<file path="src/rtl/mips_run_ctrl.sv">
// Run sequencer for the MIPS core: holds the core in reset, counts run cycles and stops on halt, idle PC or timeout.
// Optional idle-PC detection is compiled in with `define MIPS_RUN_CTRL_IDLE_DETECT_EN.
module mips_run_ctrl #(
   parameter int RST_CYCLES  = 5,
   parameter int MAX_CYCLES  = 10000,
   parameter int IDLE_CYCLES = 4,
   parameter int PC_W        = 32,
   parameter int CNT_W       = 32
) (
   input  logic             clk,
   input  logic             reset,
   input  logic             start,
   input  logic             halt_req,
   input  logic [PC_W-1:0]  pc,
   output logic             core_reset,
   output logic             running,
   output logic             done,
   output logic [1:0]       stop_code,
   output logic [CNT_W-1:0] cycle_count
);

   localparam int RST_W = $clog2(RST_CYCLES + 1);

   typedef enum logic [1:0] {
      S_RST,
      S_RUN,
      S_DONE
   } state_t;

   state_t           state;
   logic [RST_W-1:0] rst_cnt;
   logic             idle;
   logic             timeout;

   assign timeout = (cycle_count == CNT_W'(MAX_CYCLES - 1));

`ifdef MIPS_RUN_CTRL_IDLE_DETECT_EN
   localparam int STALL_W = $clog2(IDLE_CYCLES) + 1;

   logic [PC_W-1:0]    pc_q;
   logic [STALL_W-1:0] stall;
   logic               same;

   assign same = (pc == pc_q);
   assign idle = same && (stall == STALL_W'(IDLE_CYCLES - 2));

   // The stall counter only matters in RUN, so it is held at zero elsewhere.
   always_ff @(posedge clk) begin
      if (reset) begin
         pc_q  <= '0;
         stall <= '0;
      end else begin
         pc_q <= pc;
         if (state == S_RUN) begin
            if (same)
               stall <= stall + STALL_W'(1);
            else
               stall <= '0;
         end else begin
            stall <= '0;
         end
      end
   end
`else
   logic unused_pc;

   assign idle      = 1'b0;
   assign unused_pc = ^pc;
`endif

   always_ff @(posedge clk) begin
      if (reset) begin
         state       <= S_RST;
         core_reset  <= 1'b1;
         running     <= 1'b0;
         done        <= 1'b0;
         stop_code   <= 2'd0;
         cycle_count <= '0;
         rst_cnt     <= '0;
      end else begin
         unique case (state)
            S_RST: begin
               rst_cnt <= rst_cnt + RST_W'(1);
               if (rst_cnt == RST_W'(RST_CYCLES - 1)) begin
                  state      <= S_RUN;
                  core_reset <= 1'b0;
                  running    <= 1'b1;
               end
            end
            S_RUN: begin
               // The terminating edge is counted as well.
               cycle_count <= cycle_count + CNT_W'(1);
               if (halt_req || idle || timeout) begin
                  state   <= S_DONE;
                  running <= 1'b0;
                  done    <= 1'b1;
                  if (halt_req)
                     stop_code <= 2'd1;
                  else if (idle)
                     stop_code <= 2'd2;
                  else
                     stop_code <= 2'd3;
               end
            end
            S_DONE: begin
               if (start) begin
                  state       <= S_RST;
                  core_reset  <= 1'b1;
                  done        <= 1'b0;
                  stop_code   <= 2'd0;
                  cycle_count <= '0;
                  rst_cnt     <= '0;
               end
            end
            default: begin
               state      <= S_RST;
               core_reset <= 1'b1;
               running    <= 1'b0;
               done       <= 1'b0;
               rst_cnt    <= '0;
            end
         endcase
      end
   end

endmodule

</file>
<file path="config.mk">
export PLATFORM = sky130hd
export DESIGN_NAME = mips_run_ctrl
export DESIGN_NICKNAME = d
export VERILOG_FILES = /design/src/rtl/mips_run_ctrl.sv
export SDC_FILE = /design/constraint.sdc
export NUM_CORES = 1
export LEC_CHECK = 0
export CORE_MARGIN = 4
export CORE_UTILIZATION = 60
export DETAILED_ROUTE_END_ITERATION = 10
export DONT_BUFFER_PORTS = 1
export GPL_TIMING_DRIVEN = 0
export PLACE_DENSITY = 0.76
export SLEW_MARGIN = 20
export SYNTH_ARGS = -nofsm -noshare
export SYNTH_HDL_FRONTEND = slang
export SYNTH_SLANG_ARGS = --single-unit
export TNS_END_PERCENT = 5
</file>
<file path="constraint.sdc">
create_clock -name clk -period 3.1 [get_ports clk]
set_input_delay 0.775 -clock clk [delete_from_list [all_inputs] [get_ports clk]]
set_output_delay 0.775 -clock clk [all_outputs]
set_load 0.05 [all_outputs]
</file>
==> impl_summary.log, run 1 <==
[metrics] run status: finished clean
[metrics] number of I/O pins: 73
[metrics] combined buffer and inverter count along the critical path: 0
[metrics] drt first-iter violations: 275
[metrics] critical path's top delay family: simple AND/OR/NAND/NOR gates
[metrics] kind of capture point of the worst setup path: register
[metrics] cell chosen for the clock root: clkbuf_8
[metrics] leftover overflow at the end of global routing: 0
[metrics] warnings from Yosys: 0
[metrics] Critical-path top delay cell: nor4_2
[metrics] critical path class: reg -> reg
[metrics] HPWL after DPL: 4490 um
[metrics] portion of synthesized cell area occupied by the leading cell type: 0.355
[metrics] GPL Wtd Cong: 0.825
[metrics] cell taking the most area after synthesis: dfxtp_1
[metrics] PostCTS Resize Cnt: 0
[metrics] number of flip-flops and latches in the synthesized netlist: between 40 and 50
[metrics] Non-Filler Instances: about 350
[metrics] buffers added on ports: 0
[metrics] ranking of synthesized cells by instance count: dfxtp_1, nor2_1, nand2_1, a21oi_1, a31oi_1
[metrics] reg2reg end: cycle_count[22]$_SDFFE_PP0P_
[metrics] via count: around 2.5k
[metrics] Hold Path Depth: 2
[metrics] Initial Utilization: 0.632
[metrics] maximum fanout count along the critical path: 10
[metrics] share of cells above drive strength 1: 0.0858
[metrics] final number of max-transition violations: 0
[metrics] H-tree levels: 2
[metrics] final layout net count: 342
[metrics] register-to-register setup slack: 0.39 ns
[metrics] worst-case headroom to the max-slew limit: 0.380
[metrics] post-synthesis async set-or-reset flop share: 0
[metrics] CTS tree: done
[metrics] Leak Pwr: approximately 0.87 nW
[metrics] number of buffers inserted by hold repair at cts: 0
[metrics] Die Y-Extent: ~70 um
[metrics] clock buffers created by TritonCTS: 5
[metrics] sequential area share after synthesis: 0.355
[metrics] data arrival time of the worst path: 2.90 ns
[metrics] area inside the core boundary: approximately 3700 um2
[metrics] pin count of the biggest net entering global routing: 13
[metrics] CP Data Required Time: approximately 3.3 ns
[metrics] clock-pin slew on the worst setup and hold paths: ~0.080 ns
[metrics] combinational family with the most area after synthesis: simple AND/OR/NAND/NOR gates
[metrics] via count of the first global-routing pass: between 2k and 2.5k
[metrics] Die Width: approximately 70 um
[metrics] average wire per standard cell: between 15 and 20 um
[metrics] Worst Hold Class: reg -> reg
[metrics] post-synthesis cell count: a little under 300
[metrics] number of clock sinks seen by CTS: 42
[metrics] fraction of the mapped netlist area in compound gates: 0.273
[metrics] Max Fclk: about 370 MHz
[metrics] worst-skew pair later-pin latency: between 0.2 and 0.3 ns
[metrics] summed instance area of the synthesized netlist: 2370 um2
[metrics] P&R area growth vs syn: 7.51%
[metrics] crit-path max cell delay: 0.86 ns
[metrics] placed insts: 344
[metrics] power density cells: ~430 nW/um2
[metrics] dominant cell by count in the synthesized netlist: dfxtp_1
[metrics] basic-gate share of the synthesized area counting and, or, nand and nor cells: 0.314
[metrics] die footprint: roughly 5000 um2
[metrics] wirelength, routed: between 6000 and 7000 um
[metrics] Post-CTS Setup Bufs: 0
[metrics] Max-Cap Viols: 0
[metrics] via-per-instance ratio: roughly 7.0
[metrics] RSZ-0062 raised after global routing: false
[metrics] GR Util All Layers: 0.258
[metrics] final clock skew: between 0.004 and 0.005 ns
[metrics] Worst Hold End: rst_cnt[1]$_SDFFE_PP0P_
[metrics] first-pass iteration count of the detailed router: 5
[metrics] synthesized-area fraction occupied by xor and xnor cells: 0
[metrics] cell depth of the worst flop-to-flop path: 5
[metrics] per-instance average area after synthesis: 8.00 um2
[metrics] EDFF count, synth: 0
[metrics] diode insertion count for antenna repair: 0
[metrics] IR drop worst, VDD: approximately 0.23 mV
[metrics] worst hold slack across all endpoints: 0.509 ns
[metrics] Critical Path Source: cycle_count[0]$_SDFFE_PP0P_
[metrics] wire length of the first global-routing pass: approximately 11000 um
[metrics] number of antenna violations at the first check in global routing: 0
[metrics] FP Rows: 22
[metrics] clock period minus final worst setup slack: between 2 and 3 ns
[metrics] number of unique standard cell types used by synthesis: 55
[metrics] maximum buffer depth of the clock tree: 2
[metrics] Setup violations, final: 0
[metrics] crit start category: register
[metrics] remaining antenna violation count after routing: 0
[metrics] source of the worst hold timing path: rst_cnt[1]$_SDFFE_PP0P_
[metrics] R2R Path Start: cycle_count[0]$_SDFFE_PP0P_
[metrics] final number of hold-violating endpoints: 0
[metrics] critical-path cell list: ha_1 -> nand4_2 -> nor4_2 -> a21oi_1 -> a211o_1
[metrics] share of synthesized area spent on multiplexers: 0
[metrics] DRC Markers: 0
[metrics] fin crit share: 0.876
[metrics] synthesized netlist net count: approximately 340
[metrics] Area contributors post-synth: dfxtp_1, nor2_1, a21oi_1
[metrics] Worst Tran Pin Value: between 0.9 and 1 ns
[metrics] adder-cell share of the synthesized area: 0.0159
[metrics] Sum Neg Setup Slack: 0 ns
[metrics] ys flop type: dfxtp_1
registers in the layout, indices dropped and copies added (netlist names):
signal / flops
state: 2
core_reset: 1
running: 1
done: 1
cycle_count: 32
rst_cnt: 3
stop_code: 2
worst reg2reg max path, cell delays in order (launching register included):
cell and delay (ns):
dfxtp_1 0.73, ha_1 0.34, nand4_2 0.27, nor4_2 0.86, a21oi_1 0.13, a211o_1 0.29
layout by cell type, fill, tap and decap left out, types with 2 or more instances in the layout:
cell / instances
nand3b_1: 3
or3_1: 4
o211ai_1: 3
a21oi_1: 20
nand2_1: 25
a41oi_1: 2
clkbuf_1: 13
nand3_1: 13
nand4_1: 6
o31ai_1: 3
and4_1: 4
o311ai_0: 4
o21ai_0: 12
ha_1: 3
and3_1: 7
o21a_1: 3
o211a_1: 2
inv_1: 7
or4_1: 6
nor2_1: 29
nor4_1: 8
a31oi_1: 14
nor4b_1: 3
a31o_2: 6
nor3_1: 4
or2_2: 2
nand4_2: 3
nor3b_1: 2
buf_2: 4
o41ai_1: 2
clkbuf_8: 6
a211oi_1: 7
nor2b_1: 2
dfxtp_1: 42
a311oi_1: 5
a211o_1: 2
layer usage:
| metal | routed length (um) | track usage |
|---|---|---|
| met1 | 2780 | 0.358 |
| met3 | 634 | 0.0682 |
| met2 | 2900 | 0.404 |
| met4 | 87 | 0.0564 |
| met5 | 0 | 0 |
how the worst max path moves through the flow:
stage                                        end  slack [ns]  depth (start not counted)
floorplan           cycle_count[16]$_SDFFE_PP0P_        0.69                          5
global placement    cycle_count[22]$_SDFFE_PP0P_        0.42                          5
detailed placement  cycle_count[22]$_SDFFE_PP0P_        0.42                          5
CTS                 cycle_count[22]$_SDFFE_PP0P_        0.40                          5
global route        cycle_count[22]$_SDFFE_PP0P_        0.15                          5
finish              cycle_count[22]$_SDFFE_PP0P_        0.39                          5
metrics by stage:
step           utilization  total power (W)  worst slack [ns]  instance area (um2)
4_1_cts              0.680          0.00109             0.403                 2540
6_report             0.680          0.00108             0.386                 2540
5_1_grt              0.680          0.00112             0.155                 2540
3_3_place_gp         0.648         0.000649             0.424                 2430
3_5_place_dp         0.650         0.000652             0.424                 2430
2_1_floorplan            -         0.000633             0.692                 2370
final cells by class:
| cell class | instances | area (um2) |
|---|---|---|
| inverter | 7 | 26.3 |
| buffer | 18 | 72.6 |
| fill | 331 | 1200 |
| tap | 48 | 60.1 |
| multi-input combinational | 229 | 1430 |
| clock buffer | 6 | 82.6 |
| sequential | 42 | 841 |
| clock inverter | 1 | 30.0 |
power breakdown:
part	leakage [nW]	internal (W)	switching, W
clock network	0.0573	0.000258	0.000186
logic	0.475	0.0000231	0.0000419
registers	0.339	0.000548	0.0000267
total	0.871	0.000829	0.000255
cell families after synthesis:
logic type                 Yosys count
AOI/OAI and AO/OA                   94
and+or+nand+nor                    132
adders and majority gates            3
buffers and inverters               25
DFF                                 42
No activity file was read; power rests on OpenSTA's default activity.
==> run 2, diff against run 1 <==
--- a/config.mk
+++ b/config.mk
@@ -11,6 +11,7 @@
 export DONT_BUFFER_PORTS = 1
 export GPL_TIMING_DRIVEN = 0
 export PLACE_DENSITY = 0.76
+export REMOVE_ABC_BUFFERS = 1
 export SLEW_MARGIN = 20
 export SYNTH_ARGS = -nofsm -noshare
 export SYNTH_HDL_FRONTEND = slang
==> impl_summary.log, run 2 (same netlist as run 1, synthesis figures left out) <==
[metrics] most frequent cell on the critical path: or4_1
[metrics] Worst Hold Class: reg -> reg
[metrics] Setup violations, final: 0
[metrics] crit-path max cell delay: between 0.7 and 0.8 ns
[metrics] Sum Neg Setup Slack: 0 ns
[metrics] Initial Utilization: 0.632
[metrics] DRC Markers: 0
[metrics] maximum fanout count along the critical path: 9
[metrics] PostCTS Resize Cnt: 0
[metrics] FP Rows: 22
[metrics] Max-Cap Viols: 0
[metrics] GPL Wtd Cong: 0.796
[metrics] fin crit share: 0.869
[metrics] crit start category: register
[metrics] wire length of the first global-routing pass: just under 10000 um
[metrics] worst hold slack across all endpoints: around 0.5 ns
[metrics] die footprint: 5010 um2
[metrics] first-pass iteration count of the detailed router: 5
[metrics] HPWL after DPL: just over 4000 um
[metrics] clock buffers created by TritonCTS: 5
[metrics] final number of hold-violating endpoints: 0
[metrics] remaining antenna violation count after routing: 0
[metrics] Critical-path top delay cell: dfxtp_1
[metrics] Die Width: slightly above 70 um
[metrics] number of buffers inserted by hold repair at cts: 0
[metrics] worst-case headroom to the max-slew limit: 0.431
[metrics] power density cells: 408 nW/um2
[metrics] GR Util All Layers: 0.237
[metrics] commonest cells after routing, fill and taps aside: dfxtp_1, nor2_1, nand2_1, a21oi_1, a31oi_1
[metrics] via count of the first global-routing pass: ~2.1k
[metrics] critical path's top delay family: simple AND/OR/NAND/NOR gates
[metrics] wirelength, routed: around 6000 um
[metrics] clock-pin slew on the worst setup and hold paths: ~0.080 ns
[metrics] final layout net count: 325
[metrics] critical-path cell list: ha_1 -> nand4_2 -> or4_1 -> or4_1 -> nand3_1
[metrics] CP Data Required Time: 3.35 ns
[metrics] final clock skew: about 0.0036 ns
[metrics] H-tree levels: 2
[metrics] pin count of the biggest net entering global routing: 29
[metrics] maximum buffer depth of the clock tree: 2
[metrics] data arrival time of the worst path: approximately 2.9 ns
[metrics] clock period minus final worst setup slack: between 2 and 3 ns
[metrics] placed insts: about 330
[metrics] max FFs per register: 32
[metrics] diode insertion count for antenna repair: 0
[metrics] IR drop worst, VDD: 0.224 mV
[metrics] cell chosen for the clock root: clkbuf_8
[metrics] register-to-register setup slack: a little over 0.4 ns
[metrics] P&R area growth vs syn: 4.18%
[metrics] drt first-iter violations: between 150 and 200
[metrics] Leak Pwr: about 0.83 nW
[metrics] Non-Filler Instances: roughly 340
[metrics] Die Y-Extent: roughly 71 um
[metrics] final core utilization: 0.659
[metrics] via-per-instance ratio: 7.04
[metrics] final number of max-transition violations: 0
[metrics] CTS tree: done
[metrics] total power: roughly 0.0010 W
[metrics] largest registers: cycle_count (32), rst_cnt (3)
[metrics] average wire per standard cell: between 15 and 20 um
[metrics] number of antenna violations at the first check in global routing: 0
[metrics] kind of capture point of the worst setup path: register
[metrics] number of clock sinks seen by CTS: between 40 and 50
[metrics] via count: 2358
[metrics] leftover overflow at the end of global routing: 0
[metrics] Max Fclk: about 370 MHz
[metrics] leading cell type in the layout, fill and taps excluded: dfxtp_1
[metrics] register with the most flip-flops: cycle_count
[metrics] combined buffer and inverter count along the critical path: 0
[metrics] buffers added on ports: 0
[metrics] critical path class: reg -> reg
[metrics] area inside the core boundary: 3740 um2
[metrics] Worst Tran Pin Value: around 0.85 ns
[metrics] Post-CTS Setup Bufs: 0
[metrics] share of cells above drive strength 1: 0.0871
[metrics] number of I/O pins: 73
[metrics] worst-skew pair later-pin latency: 0.30 ns
[metrics] run status: finished clean
[metrics] RSZ-0062 raised after global routing: false
run 2: path summary, 6_finish.rpt:
check	start	endpoint	cells after the start
hold reg to reg	rst_cnt[0]$_SDFFE_PP0P_	rst_cnt[0]$_SDFFE_PP0P_	1
hold / removal	rst_cnt[0]$_SDFFE_PP0P_	rst_cnt[0]$_SDFFE_PP0P_	1
setup / recovery	cycle_count[0]$_SDFFE_PP0P_	cycle_count[16]$_SDFFE_PP0P_	5
setup reg to reg	cycle_count[0]$_SDFFE_PP0P_	cycle_count[16]$_SDFFE_PP0P_	5
run 2: cell type report:
class,count,area [um2]
clock inverter,1,5.00
clock buffer,7,86.3
fill,341,1280
tap,48,60.1
multi-input combinational,229,1440
sequential,42,841
inverter,7,26.3
timing repair buffer,1,7.51
run 2: report_power, final:
part           leakage, nW  internal [W]  switching, W
clock               0.0482      0.000180      0.000195
sequential           0.339      0.000548     0.0000276
combinational        0.447     0.0000219     0.0000329
run 2: metrics by stage:
| step | worst slack, ns | area [um2] |
|---|---|---|
| finish | 0.407 | 2470 |
| global route | 0.196 | 2470 |
| CTS | 0.431 | 2470 |
| detailed placement | 0.454 | 2370 |
| global placement | 0.277 | 2350 |
| floorplan | 0.690 | 2290 |
run 2: metal layers:
layer | global-route usage | up-vias | wire, um
met1 | 0.325 | 1131 | 2820
met2 | 0.361 | 78 | 2680
met4 | 0.0752 | 0 | 74
met3 | 0.0682 | 9 | 407
met5 | 0 | - | 0
li1 | - | 1140 | -
run 2: worst reg2reg max path, stage by stage (launching register included):
cell	delay, ns
dfxtp_1	0.72
ha_1	0.35
nand4_2	0.27
or4_1	0.68
or4_1	0.52
nand3_1	0.10
==> run 3, diff against run 2 <==
--- a/config.mk
+++ b/config.mk
@@ -12,6 +12,7 @@
 export GPL_TIMING_DRIVEN = 0
 export PLACE_DENSITY = 0.76
 export REMOVE_ABC_BUFFERS = 1
+export SETUP_SLACK_MARGIN = 0.1
 export SLEW_MARGIN = 20
 export SYNTH_ARGS = -nofsm -noshare
 export SYNTH_HDL_FRONTEND = slang
==> results of run 3 <==
No change in the layout: final DEF, timing and power equal those of run 2.
